**src/rtl/proc_pkg.sv**
```systemverilog
// Shared definitions for the 9-bit register-file processor control unit.
// Contents:
//   IR_W, NREG            instruction width and general register count
//   *_MSB / *_LSB         instruction field positions: opcode [8:6], X [5:3], Y [2:0]
//   opcode_t              defined opcodes; encodings 100..111 decode as NOP
//   state_t               control time steps T0..T3
//   is_alu()              true for the two ALU opcodes (add, sub)
package proc_pkg;

  localparam int IR_W    = 9;
  localparam int NREG    = 8;

  localparam int OPC_MSB = 8;
  localparam int OPC_LSB = 6;
  localparam int X_MSB   = 5;
  localparam int X_LSB   = 3;
  localparam int Y_MSB   = 2;
  localparam int Y_LSB   = 0;

  typedef enum logic [2:0] {
    OP_MV  = 3'b000,
    OP_MVI = 3'b001,
    OP_ADD = 3'b010,
    OP_SUB = 3'b011
  } opcode_t;

  typedef enum logic [1:0] {
    T0 = 2'd0,
    T1 = 2'd1,
    T2 = 2'd2,
    T3 = 2'd3
  } state_t;

  function automatic logic is_alu(input opcode_t opc);
    return (opc == OP_ADD) || (opc == OP_SUB);
  endfunction

endpackage

```
**src/rtl/dec3to8.sv**
```systemverilog
// 3-to-8 one-hot decoder with enable.
// Ports:
//   en      in   1  when low, every output bit is 0
//   sel     in   3  index of the bit to set
//   onehot  out  8  one-hot decode of sel, gated by en
module dec3to8 (
  input  logic       en,
  input  logic [2:0] sel,
  output logic [7:0] onehot
);

  always_comb begin
    onehot = '0;
    if (en) onehot[sel] = 1'b1;
  end

endmodule

```
**src/rtl/proc_ctrl_fsm.sv**
```systemverilog
// Control unit for the 9-bit register-file processor.  Latches an instruction
// from din into an internal IR during T0 and sequences it over T1..T3, driving
// the bus multiplexer selects and the register / accumulator / ALU enables.
// Ports:
//   clk      in   1     system clock, rising edge
//   reset    in   1     asynchronous active-high; forces T0 and clears IR
//   run      in   1     start request, sampled only in T0
//   din      in   IR_W  instruction word (also the immediate for mvi in T1)
//   ir_in    out  1     IR load enable
//   r_out    out  NREG  one-hot bus select of R0..R7
//   din_out  out  1     bus select: DIN
//   g_out    out  1     bus select: G
//   r_in     out  NREG  register write enables from BUS
//   a_in     out  1     A register load from BUS
//   g_in     out  1     G register load from ALU
//   add_sub  out  1     ALU op: 0 = add, 1 = subtract
//   done     out  1     instruction complete, one-cycle pulse
module proc_ctrl_fsm
  import proc_pkg::*;
(
  input  logic            clk,
  input  logic            reset,
  input  logic            run,
  input  logic [IR_W-1:0] din,
  output logic            ir_in,
  output logic [NREG-1:0] r_out,
  output logic            din_out,
  output logic            g_out,
  output logic [NREG-1:0] r_in,
  output logic            a_in,
  output logic            g_in,
  output logic            add_sub,
  output logic            done
);

  state_t          state, state_next;
  logic [IR_W-1:0] ir;
  opcode_t         opc;
  logic [2:0]      x_sel, y_sel;

  // Field-level requests from the FSM; the decoders turn them into one-hot.
  logic            x_to_bus, y_to_bus, x_load;
  logic [NREG-1:0] x_onehot, y_onehot;

  assign opc   = opcode_t'(ir[OPC_MSB:OPC_LSB]);
  assign x_sel = ir[X_MSB:X_LSB];
  assign y_sel = ir[Y_MSB:Y_LSB];

  // NOTE: sequential state uses non-blocking assignments so every flop samples
  // pre-edge values, independent of the order the always blocks evaluate in.
  always_ff @(posedge clk or posedge reset) begin
    if (reset) state <= T0;
    else       state <= state_next;
  end

  // IR only moves when an instruction is accepted in T0; din activity during
  // T1..T3 (e.g. the mvi immediate) never disturbs the decode.
  always_ff @(posedge clk or posedge reset) begin
    if (reset)                   ir <= '0;
    else if (state == T0 && run) ir <= din;
  end

  // NOTE: every output of this block gets a default first, so no path through
  // the case statement can leave a signal unassigned and infer a latch.
  always_comb begin
    state_next = state;
    ir_in      = 1'b0;
    din_out    = 1'b0;
    g_out      = 1'b0;
    a_in       = 1'b0;
    g_in       = 1'b0;
    add_sub    = 1'b0;
    done       = 1'b0;
    x_to_bus   = 1'b0;
    y_to_bus   = 1'b0;
    x_load     = 1'b0;

    case (state)
      T0: begin
        // State is already T0 while reset is high, so run is the only input
        // that could leak through; mask it to keep every output low in reset.
        ir_in = run & ~reset;
        if (run) state_next = T1;
      end

      T1: begin
        case (opc)
          OP_MV: begin
            y_to_bus   = 1'b1;
            x_load     = 1'b1;
            done       = 1'b1;
            state_next = T0;
          end
          OP_MVI: begin
            din_out    = 1'b1;
            x_load     = 1'b1;
            done       = 1'b1;
            state_next = T0;
          end
          OP_ADD, OP_SUB: begin
            x_to_bus   = 1'b1;
            a_in       = 1'b1;
            state_next = T2;
          end
          default: begin
            done       = 1'b1;
            state_next = T0;
          end
        endcase
      end

      T2: begin
        if (is_alu(opc)) begin
          y_to_bus   = 1'b1;
          g_in       = 1'b1;
          add_sub    = ir[OPC_LSB];
          state_next = T3;
        end else begin
          state_next = T0;
        end
      end

      T3: begin
        if (is_alu(opc)) begin
          g_out  = 1'b1;
          x_load = 1'b1;
          done   = 1'b1;
        end
        state_next = T0;
      end

      default: state_next = T0;
    endcase
  end

  dec3to8 u_x_dec (
    .en     (x_to_bus | x_load),
    .sel    (x_sel),
    .onehot (x_onehot)
  );

  dec3to8 u_y_dec (
    .en     (y_to_bus),
    .sel    (y_sel),
    .onehot (y_onehot)
  );

  // The X decoder serves both the bus select (T1 of add/sub) and the write
  // enable (mv/mvi/T3), so each use is gated by its own request.
  assign r_out = (x_to_bus ? x_onehot : '0) | y_onehot;
  assign r_in  = x_load ? x_onehot : '0;

endmodule

```
**config.mk**
```make
export PLATFORM = sky130hd
export DESIGN_NAME = proc_ctrl_fsm
export DESIGN_NICKNAME = d
export VERILOG_FILES = /design/src/rtl/proc_pkg.sv /design/src/rtl/dec3to8.sv /design/src/rtl/proc_ctrl_fsm.sv
export SDC_FILE = /design/constraint.sdc
export NUM_CORES = 1
export LEC_CHECK = 0
export CORE_MARGIN = 2
export CORE_UTILIZATION = 43
export DETAILED_ROUTE_END_ITERATION = 10
export GPL_TIMING_DRIVEN = 1
export MAX_ROUTING_LAYER = met4
export PLACE_DENSITY = 0.89
export SLEW_MARGIN = 10
export SYNTH_ARGS = -nofsm -noshare
export SYNTH_HDL_FRONTEND = slang
export SYNTH_SLANG_ARGS = --single-unit
```
**constraint.sdc**
```tcl
create_clock -name clk -period 3.5 [get_ports clk]
set_input_delay 0.7 -clock clk [delete_from_list [all_inputs] [get_ports clk]]
set_output_delay 0.7 -clock clk [all_outputs]
set_load 0.02 [all_outputs]
```
After elaboration in Yosys (flattened, before gate mapping)
Cells that the tools add are included.

$add $sub $neg: 0. $mul: 0. Div/mod/pow operators: 0. Magnitude comparators: 4. Equal/unequal tests: 7. Shift operators: 0. Muxes and demuxes: 28. Bitwise logic cells: 4. Reduce and logical (&&, ||, !) cells: 8.

Operator list (count): two-way mux 8 bit (4); two-way mux 1 bit (15); less-than comparator 3 x 4 -> 1 bit (second input constant) (2); bitwise OR 8 bit (1); case mux 2 bit (4 select lines) (1); demux 1 bit (select 3 bit) (2); == test 3 x 2 -> 1 bit (second input constant) (2); greater-or-equal comparator 3 x 1 -> 1 bit (second input constant) (2); two-way mux 2 bit (3); case mux 1 bit (2 select lines) (3); == test 2 bit (second input constant) (2); OR reduction 2 bit (2); == test 3 x 1 -> 1 bit (second input constant) (1); logical AND 1 bit (3); logical NOT 3 bit (1); == test 2 x 1 -> 1 bit (second input constant) (1); logical NOT 2 bit (1); inequality test 2 bit (second input constant) (1); AND 1 bit (1); logical OR 1 bit (1); inverter 1 bit (1); bitwise OR 1 bit (1).

Register bits: 11. Latch bits: 0. Memory bits (writable): 0. Bits in read-only memories: 0. Bits of input ports: 12. Output and inout bits: 23. Logic and storage cells: 53. Memories: 0.

Depth between registers and ports, before layout
Word-level depth: 8. Mapped depth: 5. Mapped depth without buffers: 5.

Cells and area by module
Synthesis repeated with hierarchy kept, for this count alone.

Cells, all modules: 86. Area total of the unflattened synthesis: 934.6 um^2.

By module, submodules not included: proc_ctrl_fsm (times used 1, cells each 70, area each 743.2 um^2, seq. area each 275.3 um^2); dec3to8 at u_x_dec (times used 1, cells each 8, area each 96.3 um^2, seq. area each 0.0 um^2); dec3to8 at u_y_dec (times used 1, cells each 8, area each 95.1 um^2, seq. area each 0.0 um^2).

Worst setup path before layout
No wires, ideal clock.

Path type: reg2out. From: register state[0]. To: output r_out[0]. Data arrival time: 1641 ps. Data required time: 2800 ps. Setup slack: 1159 ps. Stages on the path, launching flop included: 6. Buffers on the path: 0. Path through: dfrtp_1 > inv_1 > ha_1 > nor3b_1 > nand2_1 > o32ai_1.

Cells in the longest elaborated chain, start to end: 6. Elaborated cells on any way between the ends: 11. Those cells by class: eq/ne: 3; mux: 6; bitwise: 2.

Ends and longest elaborated chain: start, declared (RTL line proc_ctrl_fsm.sv:36) `state_t state, state_next;`; start signal, assigned (RTL line proc_ctrl_fsm.sv:53) `else state <= state_next;`; == test 2 bit / == test 2 x 1 -> 1 bit (equally long branches) (RTL line proc_ctrl_fsm.sv:78) `case (state)`; case mux 1 bit (2 select lines) / two-way mux 1 bit (equally long branches) (RTL line proc_ctrl_fsm.sv:78); bitwise OR 1 bit (RTL line proc_ctrl_fsm.sv:137) `.en (x_to_bus | x_load),`; two-way mux 8 bit (RTL line dec3to8.sv:14) `if (en) onehot[sel] = 1'b1;`; two-way mux 8 bit (RTL line proc_ctrl_fsm.sv:150) `assign r_out = (x_to_bus ? x_onehot : '0) | y_onehot;`; bitwise OR 8 bit (*) (RTL line proc_ctrl_fsm.sv:150); end, declared (RTL line proc_ctrl_fsm.sv:26) `output logic [NREG-1:0] r_out,`.

Every way passes the cells marked *; elsewhere a longest branch is shown, timed or not.

Final worst setup path
From: register state[1]. To: output r_out[2].

The elaborated chain is that of the path after synthesis.

==> flow_summary.rst <==
.. list-table::
   :header-rows: 1

   * - Metric
     - Value
   * - Run status
     - complete, no violations
   * - Top post-synthesis cells by count
     - 11 x sky130_fd_sc_hd__dfrtp_1, 10 x sky130_fd_sc_hd__mux2_2, 10 x sky130_fd_sc_hd__nor2_1
   * - Endpoints failing hold
     - 0
   * - Static Leak
     - 0.463 nW
   * - Routed wire length
     - 1.98 mm
   * - Slew of the pin with the lowest slew margin
     - 507 ps
   * - Maximum level of the CTS H-tree
     - 1
   * - First-pass GRT wire length
     - 2.86 mm
   * - Maximum Capacitance Violations
     - 0
   * - Area after detailed placement
     - 1130 um2
   * - Overflow left after global routing
     - 0
   * - Max FO, Critical Path
     - 8
   * - CTS Hold Buffers Added
     - 0
   * - Endpoint class of the critical path
     - output pin
   * - Clock latency at the later pin of the worst-skew pair
     - 270 ps
   * - Peak per-stage delay on the critical path
     - 680 ps
   * - Placer's final routability congestion estimate
     - 0.724
   * - WHS Path Cells
     - 1
   * - Net Sw Power
     - 0.363 mW
   * - Sum of negative setup slack
     - 0 ps
   * - Required @ worst endpoint
     - 2800 ps
   * - Data arrival time at the worst-slack endpoint
     - 2450 ps
   * - Worst rel slew slack
     - 66.2%
   * - Final instance area
     - 1150 um2
   * - Synth area leader
     - sky130_fd_sc_hd__dfrtp_1
   * - Most frequently used cell type in the post-synthesis netlist
     - sky130_fd_sc_hd__dfrtp_1
   * - Warning count from the yosys run
     - 0
   * - Number of top-level pins
     - 35
   * - Clock skew after layout
     - 3.59 ps
   * - EDFF count, synth
     - 0
   * - Design internal power
     - 0.460 mW
   * - Synthesized area
     - 762 um2
   * - Worst hold path startpoint
     - ir[3]$_DFFE_PP0P_
   * - Number of cell instances on the worst register-to-register path
     - 5
   * - Overall die width
     - 46.1 um
   * - Share of total power in sequential cells
     - 33.2%
   * - Number of antenna violations at the first check in global routing
     - 0
   * - Power share of the combinational group
     - 56.3%
   * - Classification of the worst-slack hold path
     - reg2reg
   * - Number of detailed-routing iterations run before antenna repair
     - 4
   * - Peak supply drop
     - 0.438 mV
   * - # rows
     - 15
   * - Power per cell area
     - 715 nW/um2
   * - Number of sinks on the clock net
     - 11
   * - 1st-iter DRT viols
     - 12
   * - Number of instances resized during post-cts repair
     - 0
   * - Fillers
     - 130
   * - Avg Vias per Cell
     - 5.67
   * - Synthesized netlist net count
     - 98
   * - F_max
     - 0.318 GHz
   * - Synthesis-to-finish area growth
     - 51.2%
   * - Remaining routing DRC violations
     - 0
   * - Pin count of the biggest net entering global routing
     - 12
   * - Deepest clock path buffer count
     - 2
   * - Endpoint of the worst hold-timing path
     - ir[3]$_DFFE_PP0P_
   * - Ys async rst share
     - 100%
   * - Tcrit/Tclk final
     - 89.9%
   * - Total of endpoints with negative setup slack in the final report
     - 0
   * - Crit path launch type
     - register
   * - Flop2flop setup slack
     - 1980 ps
   * - Area of combinational cells with multiple inputs
     - 459 um2
   * - Cell chain of the critical path
     - inv_1 -> ha_1 -> nor3b_2 -> nor2_1 -> o32ai_1 -> clkdlybuf4s50_1
   * - Reg2Reg Capture Point
     - ir[2]$_DFFE_PP0P_
   * - Number of global-route vias before repair
     - 654
   * - Number of instances in the synthesized netlist
     - 81
   * - Post-synth top area share
     - 36.1%
   * - Dominant cells by area after synthesis
     - sky130_fd_sc_hd__dfrtp_1 36%, sky130_fd_sc_hd__mux2_2 15%, sky130_fd_sc_hd__ha_1 8.2%
   * - Setup bufs post-CTS
     - 0
   * - Net Sw Frac
     - 44.1%
   * - Type of the worst setup path
     - reg2out
   * - Final Max Tran Viols
     - 0
   * - Vertical die dimension
     - 46.1 um
   * - Final Critical Period
     - 3150 ps
   * - Floorplan Core Area
     - 1690 um2
   * - Share of total power in the clock network
     - 10.5%
   * - Main flop type after synthesis
     - sky130_fd_sc_hd__dfrtp_1
   * - Count of distinct cell types in the synthesized netlist
     - 24
   * - Count of buffers inserted at the top-level ports
     - 34
   * - Ratio of cells with drive above 1 in the final layout
     - 14.3%
   * - RSZ-0062 raised after global routing
     - no
   * - Synth Area per Inst
     - 9.41 um2
   * - Final-stage net count
     - 137
   * - DR WL/cell
     - 14.6 um
   * - Number of buffers added by the clock tree synthesis step
     - 3
   * - Clock transition time at the flip-flop clock pins of the worst setup and hold paths
     - 70 ps
   * - Overall routing resource usage
     - 20.2%
   * - Part of the Yosys area used for sequential elements
     - 36.1%
   * - Starting density of the core
     - 45.1%
   * - Crit-path slowest cell
     - sky130_fd_sc_hd__clkdlybuf4s50_1
   * - N_diodes
     - 0
   * - Estimated wirelength of the detail-placed design
     - 1.63 mm
   * - Master cell of the clock root buffer
     - sky130_fd_sc_hd__clkbuf_4
   * - Antenna Violating Nets Remaining
     - 0
   * - Via count
     - 771
   * - Die area
     - 2120 um2
   * - Clock tree from TritonCTS
     - built
   * - Worst reg2reg path startpoint
     - state[1]$_DFFE_PP0P_
   * - FF+latch count, synth
     - 11
   * - Sequential Area
     - 275 um2
==> cells in the final DEF (no fill, tap or decap) <==
cell and n:
sky130_fd_sc_hd__dfrtp_1 11, sky130_fd_sc_hd__and2_1 3, sky130_fd_sc_hd__o22ai_1 5, sky130_fd_sc_hd__o21ai_0 4
sky130_fd_sc_hd__nand3_1 1, sky130_fd_sc_hd__ha_1 5, sky130_fd_sc_hd__buf_4 1, sky130_fd_sc_hd__clkdlybuf4s50_1 34
sky130_fd_sc_hd__nand2_1 6, sky130_fd_sc_hd__or2_2 1, sky130_fd_sc_hd__and3_1 1, sky130_fd_sc_hd__o32ai_1 4
sky130_fd_sc_hd__nor3b_1 1, sky130_fd_sc_hd__or2b_1 1, sky130_fd_sc_hd__nor2_1 10, sky130_fd_sc_hd__nand2b_1 2
sky130_fd_sc_hd__a21o_1 1, sky130_fd_sc_hd__inv_1 6, sky130_fd_sc_hd__clkbuf_4 3, sky130_fd_sc_hd__nand3b_1 1
sky130_fd_sc_hd__clkbuf_1 1, sky130_fd_sc_hd__nand4b_1 1, sky130_fd_sc_hd__nand4_1 3, sky130_fd_sc_hd__nor2b_1 1
sky130_fd_sc_hd__nor3b_2 1, sky130_fd_sc_hd__mux2_2 10, sky130_fd_sc_hd__and4bb_2 1
==> cell type report <==
class	instances	area share, %
Clock buffer	4	2.28
Inverter	6	1.95
Multi-Input combinational cell	63	39.8
Sequential cell	11	23.9
Tap cell	17	1.85
Timing Repair Buffer	35	30.2
==> power groups by stage <==
stage | sequential (mW) | clock [mW] | combinational [mW]
finish | 0.273 | 0.0865 | 0.463
global route | 0.284 | 0.0939 | 0.501
CTS | 0.272 | 0.0896 | 0.463
detailed placement | 0.275 | 0 | 0.462
global placement | 0.265 | 0 | 0.449
floorplan | 0.248 | 0 | 0.324
==> through the flow <==
stage	hold slack, ps	instances	setup WS (ps)	util [%]	power [mW]
6_report	582	136	352	68.2	0.823
5_1_grt	606	136	213	68.2	0.879
3_5_place_dp	570	132	711	66.7	0.736
2_1_floorplan	525	81	1160	-	0.572
3_3_place_gp	540	132	755	66.7	0.714
4_1_cts	586	136	398	68.2	0.825
==> worst max-delay path by stage <==
stage                         start  endpoint  slack, ps  cells past startpoint
3_3_place_gp   state[1]$_DFFE_PP0P_  r_out[6]        750                      6
6_report       state[1]$_DFFE_PP0P_  r_out[2]        350                      6
4_1_cts        state[1]$_DFFE_PP0P_  r_out[6]        400                      6
2_1_floorplan  state[0]$_DFFE_PP0P_  r_out[0]       1160                      5
5_1_grt        state[1]$_DFFE_PP0P_  r_out[0]        210                      6
3_5_place_dp   state[1]$_DFFE_PP0P_  r_out[4]        710                      6
==> kinds of logic after synthesis <==
kind of cell,count (synthesis),share of synthesized area [%]
mux,10,14.8
flops,11,36.1
buf+inv,7,3.61
simple gates,34,25.0
fa+ha+maj,5,8.21
compound gates,14,12.3
==> layer usage <==
layer	track usage, %	routed length, um
met5	-	0
met2	31.9	1040
met1	23.1	807
met3	4.71	82
met4	12.0	48
==> worst max-delay path: cells and delay by family, from the launching register on <==
| family | cells | cell delay [ps] |
|---|---|---|
| AO/OA/AOI/OAI | 1 | 340 |
| flip-flops | 1 | 430 |
| buffers and inverters | 2 | 790 |
| adder cells (fa/ha/maj) | 1 | 290 |
| AND/OR/NAND/NOR | 2 | 330 |
==> state kept, by name, summed over array words and instances (netlist names) <==
signal	cells
ir	9
state	2
Power figures use the tool's default switching activity.
